## config.mk

```make
export PLATFORM = sky130hd
export DESIGN_NAME = cache_controller
export DESIGN_NICKNAME = d
export VERILOG_FILES = /design/src/rtl/cache_controller.sv
export SDC_FILE = /design/constraint.sdc
export NUM_CORES = 1
export LEC_CHECK = 0
export ABC_AREA = 1
export BUFFER_PORTS_ARGS = -buffer_cell sky130_fd_sc_hd__buf_4
export CAP_MARGIN = 20
export CORE_UTILIZATION = 57
export DETAILED_ROUTE_END_ITERATION = 6
export PLACE_DENSITY = 0.91
export SYNTH_ARGS = -nofsm -noshare
export SYNTH_HDL_FRONTEND = slang
export SYNTH_SLANG_ARGS = --single-unit
```

## constraint.sdc

```tcl
create_clock -name clk -period 2.05 [get_ports clk]
set_input_delay 0 -clock clk [delete_from_list [all_inputs] [get_ports clk]]
set_output_delay 0 -clock clk [all_outputs]
set_load 0.02 [all_outputs]
```

## src/rtl/cache_controller.sv

```systemverilog
// -----------------------------------------------------------------------------
// cache_controller
//
// Sequencing FSM for a direct-mapped write-back cache (64 lines, 128-bit
// blocks). Accepts one CPU load/store at a time. It strobes the cache for a
// lookup, a word write or a block refill. It performs a dirty write-back and
// a block allocation over a req/ack memory port, and keeps saturating
// first-lookup hit/miss statistics.
//
// Ports
//   clk, rst        : clock, synchronous active-high reset
//   cpu_valid       : CPU request present (sampled only in IDLE)
//   cpu_req_type    : 0 = read, 1 = write (latched with the request)
//   cpu_ready       : 1-cycle pulse, request complete
//   mem_err         : 1-cycle pulse with cpu_ready, request aborted
//   hit, dirty_bit  : cache lookup result, valid the cycle after read_en_cache
//   read_en_cache   : lookup strobe
//   write_en_cache  : word write strobe, or block write together with refill
//   refill          : load the fetched block, set valid, clear dirty
//   req_type        : latched request type, forwarded to the cache
//   mem_write_req   : write the dirty block back, held until mem_ack
//   mem_read_req    : fetch a block, held until mem_ack
//   mem_ack         : 1-cycle memory completion
//   hit_count       : saturating count of first-lookup hits
//   miss_count      : saturating count of first-lookup misses
// -----------------------------------------------------------------------------
module cache_controller #(
    parameter int CNT_W   = 16,
    parameter int TIMEOUT = 255
) (
    input  logic             clk,
    input  logic             rst,
    input  logic             cpu_valid,
    input  logic             cpu_req_type,
    output logic             cpu_ready,
    output logic             mem_err,
    input  logic             hit,
    input  logic             dirty_bit,
    output logic             read_en_cache,
    output logic             write_en_cache,
    output logic             refill,
    output logic             req_type,
    output logic             mem_write_req,
    output logic             mem_read_req,
    input  logic             mem_ack,
    output logic [CNT_W-1:0] hit_count,
    output logic [CNT_W-1:0] miss_count
);

    localparam int WAIT_W = (TIMEOUT < 2) ? 1 : $clog2(TIMEOUT + 1);

    typedef enum logic [2:0] {
        IDLE,
        LOOKUP,
        CHECK,
        WR_HIT,
        WBACK,
        ALLOC,
        REFILL,
        DONE
    } state_t;

    state_t            state_reg,      state_next;
    logic              req_type_reg,   req_type_next;
    logic              refilled_reg,   refilled_next;
    logic              err_reg,        err_next;
    logic [WAIT_W-1:0] wait_cnt_reg,   wait_cnt_next;
    logic [CNT_W-1:0]  hit_count_reg,  hit_count_next;
    logic [CNT_W-1:0]  miss_count_reg, miss_count_next;

    // The last cycle of the memory wait budget: no ack here means abort.
    logic wait_expired;
    assign wait_expired = (wait_cnt_reg == WAIT_W'(TIMEOUT - 1));

    always_ff @(posedge clk) begin
        if (rst) begin
            state_reg      <= IDLE;
            req_type_reg   <= 1'b0;
            refilled_reg   <= 1'b0;
            err_reg        <= 1'b0;
            wait_cnt_reg   <= '0;
            hit_count_reg  <= '0;
            miss_count_reg <= '0;
        end else begin
            state_reg      <= state_next;
            req_type_reg   <= req_type_next;
            refilled_reg   <= refilled_next;
            err_reg        <= err_next;
            wait_cnt_reg   <= wait_cnt_next;
            hit_count_reg  <= hit_count_next;
            miss_count_reg <= miss_count_next;
        end
    end

    always_comb begin
        state_next      = state_reg;
        req_type_next   = req_type_reg;
        refilled_next   = refilled_reg;
        err_next        = err_reg;
        wait_cnt_next   = wait_cnt_reg;
        hit_count_next  = hit_count_reg;
        miss_count_next = miss_count_reg;

        unique case (state_reg)
            IDLE: begin
                if (cpu_valid) begin
                    state_next    = LOOKUP;
                    req_type_next = cpu_req_type;
                    refilled_next = 1'b0;
                    err_next      = 1'b0;
                end
            end

            LOOKUP: state_next = CHECK;

            CHECK: begin
                // Only the first lookup of a request feeds the statistics;
                // the re-lookup after a refill is bookkeeping, not a hit.
                if (!refilled_reg) begin
                    if (hit) begin
                        if (hit_count_reg != {CNT_W{1'b1}})
                            hit_count_next = hit_count_reg + 1'b1;
                    end else begin
                        if (miss_count_reg != {CNT_W{1'b1}})
                            miss_count_next = miss_count_reg + 1'b1;
                    end
                end

                if (hit) begin
                    state_next = req_type_reg ? WR_HIT : DONE;
                end else if (refilled_reg) begin
                    // A miss straight after our own refill would loop forever.
                    state_next = DONE;
                    err_next   = 1'b1;
                end else if (dirty_bit) begin
                    state_next    = WBACK;
                    wait_cnt_next = '0;
                end else begin
                    state_next    = ALLOC;
                    wait_cnt_next = '0;
                end
            end

            WR_HIT: state_next = DONE;

            WBACK: begin
                if (mem_ack) begin
                    state_next    = ALLOC;
                    wait_cnt_next = '0;
                end else if (wait_expired) begin
                    state_next = DONE;
                    err_next   = 1'b1;
                end else begin
                    wait_cnt_next = wait_cnt_reg + 1'b1;
                end
            end

            ALLOC: begin
                if (mem_ack) begin
                    state_next = REFILL;
                end else if (wait_expired) begin
                    state_next = DONE;
                    err_next   = 1'b1;
                end else begin
                    wait_cnt_next = wait_cnt_reg + 1'b1;
                end
            end

            REFILL: begin
                refilled_next = 1'b1;
                state_next    = LOOKUP;
            end

            DONE: state_next = IDLE;

            default: state_next = IDLE;
        endcase
    end

    // Moore-decoded strobes: every output is a function of the state register
    // (plus latched flags), so nothing combinational leaks from the inputs.
    assign read_en_cache  = (state_reg == LOOKUP);
    assign write_en_cache = (state_reg == WR_HIT) || (state_reg == REFILL);
    assign refill         = (state_reg == REFILL);
    assign mem_write_req  = (state_reg == WBACK);
    assign mem_read_req   = (state_reg == ALLOC);
    assign cpu_ready      = (state_reg == DONE);
    assign mem_err        = (state_reg == DONE) && err_reg;
    assign req_type       = req_type_reg;
    assign hit_count      = hit_count_reg;
    assign miss_count     = miss_count_reg;

endmodule

```

# After elaboration in Yosys (flattened, before gate mapping)
# Index checks and enable logic that the tools add are counted.
dict set report totals {
  regBits 46
  latchBits 0
  ramBits 0
  rom_bits 0
  in_bits 7
  out_inout_bits 40
  word_cells 64
  n_memories 0
}
dict set report classes {
  n_addsub 3
  n_mul 0
  div 0
  magnitude_cmp 0
  n_eq_ne 17
  shift 0
  mux 22
  bitwise 2
  n_reduce_logical 13
}
# op count
set op_table {}
lappend op_table {{8-bit 2-to-1 mux} 5}
lappend op_table {{16-bit by 1-bit adder with 16-bit output (second input constant)} 2}
lappend op_table {{16-bit != test (second input constant)} 2}
lappend op_table {{3-bit one-hot mux with 8 select lines} 1}
lappend op_table {{8-bit one-hot mux with 3 select lines} 1}
lappend op_table {{3-bit 2-to-1 mux} 6}
lappend op_table {{3-bit == test (second input constant)} 4}
lappend op_table {{2-bit != test (second input constant)} 6}
lappend op_table {{4-bit AND reduction} 3}
lappend op_table {{8-bit by 1-bit adder with 8-bit output (second input constant)} 1}
lappend op_table {{8-bit == test (second input constant)} 1}
lappend op_table {{3-bit by 2-bit == test with 1-bit output (second input constant)} 2}
lappend op_table {{1-bit 2-to-1 mux} 6}
lappend op_table {{6-bit AND reduction} 1}
lappend op_table {{3-bit nonzero test} 2}
lappend op_table {{2-bit AND reduction} 2}
lappend op_table {{3-bit by 1-bit == test with 1-bit output (second input constant)} 1}
lappend op_table {{3-bit zero test} 1}
lappend op_table {{1-bit one-hot mux with 3 select lines} 1}
lappend op_table {{2-bit 2-to-1 mux} 1}
lappend op_table {{2-bit by 1-bit != test with 1-bit output (second input constant)} 1}
lappend op_table {{1-bit NOT} 2}
lappend op_table {{1-bit one-hot mux with 2 select lines} 1}
lappend op_table {{2-bit nonzero test} 1}
lappend op_table {{other kinds (3)} 3}

# Longest topological paths before layout
dict set report logic_depth {
  ltp_word 4
  mapped_depth 10
  ltp_nobuf 10
}

# Least setup slack after synthesis
# No wires, ideal clock.
dict set report synth_path {
  path_type {register -> register}
  startpoint {register hit_count_reg[0], in the netlist hit_count[0]}
  endpoint {register hit_count_reg[10], in the netlist hit_count[10]}
  setup_ns 0.068
  arrival_time_ns 1.675
  setup_slack_ns 0.306
  stages_incl_launch_ff 11
  cell_sequence {dfxtp_1 > ha_1 > inv_2 > nor2_4 > nand2_4 > nor2_8 > nand2_4 > nand2_4 > buf_12 > nand2_2 > a21oi_2}
}
dict set report synth_via {
  elab_chain_len 2
  elab_cells_between_ends 3
  cone_classes {add/sub: 1; eq/ne: 1; reduce/logical: 1}
}
# item line
set synth_lines {}
lappend synth_lines {{start: declaration} 68} ;# logic [CNT_W-1:0] hit_count_reg, hit_count_next;
lappend synth_lines {{start signal: assignment} 90} ;# hit_count_reg <= hit_count_next;
lappend synth_lines {{branches (longest 2 deep; another with 16-bit by 1-bit adder with 16-bit output)} --}
# Parallel ways; which one is timed is not known.
# A chain may end at the register's enable or synchronous reset.

# Worst setup path in the final report
dict set report layout_path {
  startpoint {register state_reg[2]}
  endpoint {register req_type_reg, in the netlist req_type}
}
dict set report layout_via {
  elab_chain_len 2
}
# item line
set layout_lines {}
lappend layout_lines {{start: declaration} 63} ;# state_t state_reg, state_next;
lappend layout_lines {{start signal: assignment} 85} ;# state_reg <= state_next;
lappend layout_lines {{3-bit zero test} 104} ;# unique case (state_reg)
lappend layout_lines {{2-bit AND reduction (no source line)} --}
lappend layout_lines {{end signal: assignment} 86} ;# req_type_reg <= req_type_next;
lappend layout_lines {{end: declaration} 64} ;# logic req_type_reg, req_type_next;
# Every way passes these cells.

==> impl_metrics.csv <==
group,metric,value,unit
drt,ant_nets,0,
drt,drc,0,
timing,rsz0062_at_grt,"no",
cells_and_area,n_fill_cell,450,
cts,post_cts_buffers,0,
global_route,grt_usage,0.262,
die,start_util,0.590,
critical_path,critical_path.max_stage_delay,0.59,ns
global_route,grt_pass1_wl,11400,um
logic_synthesis,syn_avg_cell_area,6.54,um^2
place,placedCellCount,568,
worst_hold_path,hp-class,"primary input to flop",
drt,wl,7010,um
logic_synthesis,ys_seq_area_frac,0.305,
pwr,p_int,1.72,mW
logic_synthesis,yosysTopAreaCell,"dfxtp_1",
timing,relSlewSlack,0.557,
cts,cts_resized,0,
cts,htree_levels,2,
timing,worst_slack,0.247,ns
pwr,p_sw_frac,0.342,
cells_and_area,drive_gt1_frac,0.203,
die,die_h,74.7,um
pwr,totalPowerFinal,2.62,mW
pwr,pwr-share-comb,0.281,
timing,tns,0,ns
logic_synthesis,netlist_top_cells_area,"dfxtp_1 (31%), nand2_1 (18%), nor2_1 (6.7%), a21oi_1 (5.3%), inv_1 (5.2%)",
pwr,peakVddDrop,0.479,mV
pwr,powerDensity,742,nW/um^2
place,gp_congestion,0.882,
die,core,5110,um^2
critical_path,crit_path_start_kind,"flop",
cts,cts_tree,"done",
logic_synthesis,yosysTopAreaCellShare,0.305,
drt,drt-initial-drc-count,177,
timing,hold_slack,0.00600,ns
cts,cts-root-buf,"clkbuf_8",
place,placed_cell_area,3360,um^2
pwr,p_leak,1.43,nW
logic_synthesis,yosysUniqueCellTypes,33,
place,port_buffers,46,
cells_and_area,final_core_util,0.691,
cts,cts.sinks,46,
cells_and_area,design_area,3530,um^2
timing,post-route-period-util,0.879,
critical_path,worstSetupEndpointType,"flop",
cts,clk_pin_slew,0.08,ns
die,die-area,5590,um^2
flow_run,maxCapViolations,0,
run_status,status,"complete, no violations",
cts,clkLatencyLatePin,0.31,ns
logic_synthesis,yosys_warnings,0,
critical_path,critPathKind,"flop to flop",
global_route,grt_max_degree,37,
global_route,grt_pass1_vias,2643,
timing,fmaxAchievable,555,MHz
timing,worst_slew_pin_slew,0.658,ns
logic_synthesis,synth_edf_count,0,
die,rows,26,
drt,dr.pass1.iters,4,
timing,fin_crit,1.80,ns
drt,wl_per_cell,12.1,um
logic_synthesis,synthFlopType,"dfxtp_1",
pwr,p_sw,896,uW
global_route,antenna_found_initial,0,
pwr,p_seq_frac,0.398,
critical_path,crit_path_max_fanout,6,
cells_and_area,final_cells,578,
logic_synthesis,async_flop_share,0,
place,place_ws,0.290,ns
logic_synthesis,syn-cell-area,3020,um^2
pwr,p_clk_frac,0.321,
cts,clockBufferDepth,2,
cells_and_area,area_growth,17.0,%
timing,setup-violations-final,0,
cts,holdBufCountCts,2,
timing,report.final.slew_viol_count,0,
global_route,overflow,0,
cells_and_area,diodes,0,
cells_and_area,nNetsFinal,518,
die,fp.dieW,74.7,um
critical_path,worstPathCellList,"nor3_1 -> nand3_1 -> dlygate4sd3_1 -> a21oi_1",
timing,hold_violations,0,
logic_synthesis,syn_inst,461,
critical_path,worstPathArrival,2.04,ns
critical_path,cp_slowest_cell,"dlygate4sd3_1",
drt,vias,3020,
cts,numCtsBuffers,5,
timing,skew,0.00901,ns
place,place_hpwl,5100,um
logic_synthesis,syn-num-nets,472,
drt,avgViaCountPerCell,5.22,
logic_synthesis,synth.ff_latch_count,46,
die,pin_count,47,
critical_path,required,2.28,ns
synth_stat cells (all sizes together), types with 4 or more instances:
library cell / number
nor2: 66
xnor2: 7
nand4: 10
dfxtp: 46
nand3b: 5
o21ai: 14
xor2: 4
nand2: 161
nor3: 6
ha: 4
inv: 48
clkbuf: 5
a21oi: 40
nand3: 36
buf: 5
layout by cell type (no fill, tap or decap), drive strengths merged:
cell type and instances:
a21oi 40, buf 48, bufinv 2, clkbuf 6, dfxtp 46, dlygate4sd3 2, ha 4, inv 48
nand2 161, nand3 36, nand3b 5, nand4 10, nor2 66, nor3 6, o21ai 14, o21bai 1
o31ai 1, or2 1, xnor2 7, xor2 4
power groups by stage:
stage | registers [mW] | logic (mW) | clock network (mW)
finish | 1.04 | 0.736 | 0.841
global route | 1.05 | 0.805 | 0.896
CTS | 1.04 | 0.731 | 0.852
detailed placement | 1.06 | 0.716 | 0
global placement | 1.05 | 0.695 | 0
floorplan | 1.05 | 0.566 | 0
worst paths after layout:
path	startpoint	endpoint	slack, ns	cells past startpoint
max	state_reg[2]$_SDFFE_PP0N_	req_type$_SDFFE_PP0P_	0.25	4
min reg2reg	err_reg$_SDFFE_PP0P_	err_reg$_SDFFE_PP0P_	0.49	2
min	cpu_valid	err_reg$_SDFFE_PP0P_	0.006	4
max reg2reg	state_reg[2]$_SDFFE_PP0N_	req_type$_SDFFE_PP0P_	0.25	4
final cells by class:
| class | count | area (um^2) | area share |
|---|---|---|---|
| Multi-Input combinational cell | 356 | 1810 | 0.514 |
| Inverter | 48 | 183 | 0.0518 |
| Sequential cell | 46 | 921 | 0.261 |
| Timing Repair Buffer | 50 | 380 | 0.108 |
| Tap cell | 70 | 87.6 | 0.0248 |
| Clock buffer | 6 | 82.6 | 0.0234 |
| Clock inverter | 2 | 60.1 | 0.0170 |
kinds of logic (layout without fill, tap and decap cells):
group,count (synthesis),after routing,synth area share
AO/OA/AOI/OAI,56,56,0.108
XOR/XNOR,11,11,0.0319
buffers and inverters,59,106,0.0934
flip-flops,46,46,0.305
AND/OR/NAND/NOR,285,285,0.444
adder cells (fa/ha/maj),4,4,0.0166
worst max-delay path, delay by kind of cell, from the launching register on:
kind	cells	cell delay, ns
AO/OA/AOI/OAI	1	0.15
buffers and inverters	1	0.59
flip-flops	1	0.39
AND/OR/NAND/NOR	2	0.61
layer usage:
metal,track usage,vias up,wire [um]
met5,0,-,0
met4,0.0650,0,56
met3,0.0469,5,348
met2,0.479,86,3530
met1,0.315,1372,3080
li1,-,1557,-
(Power assumes the default switching activity.)
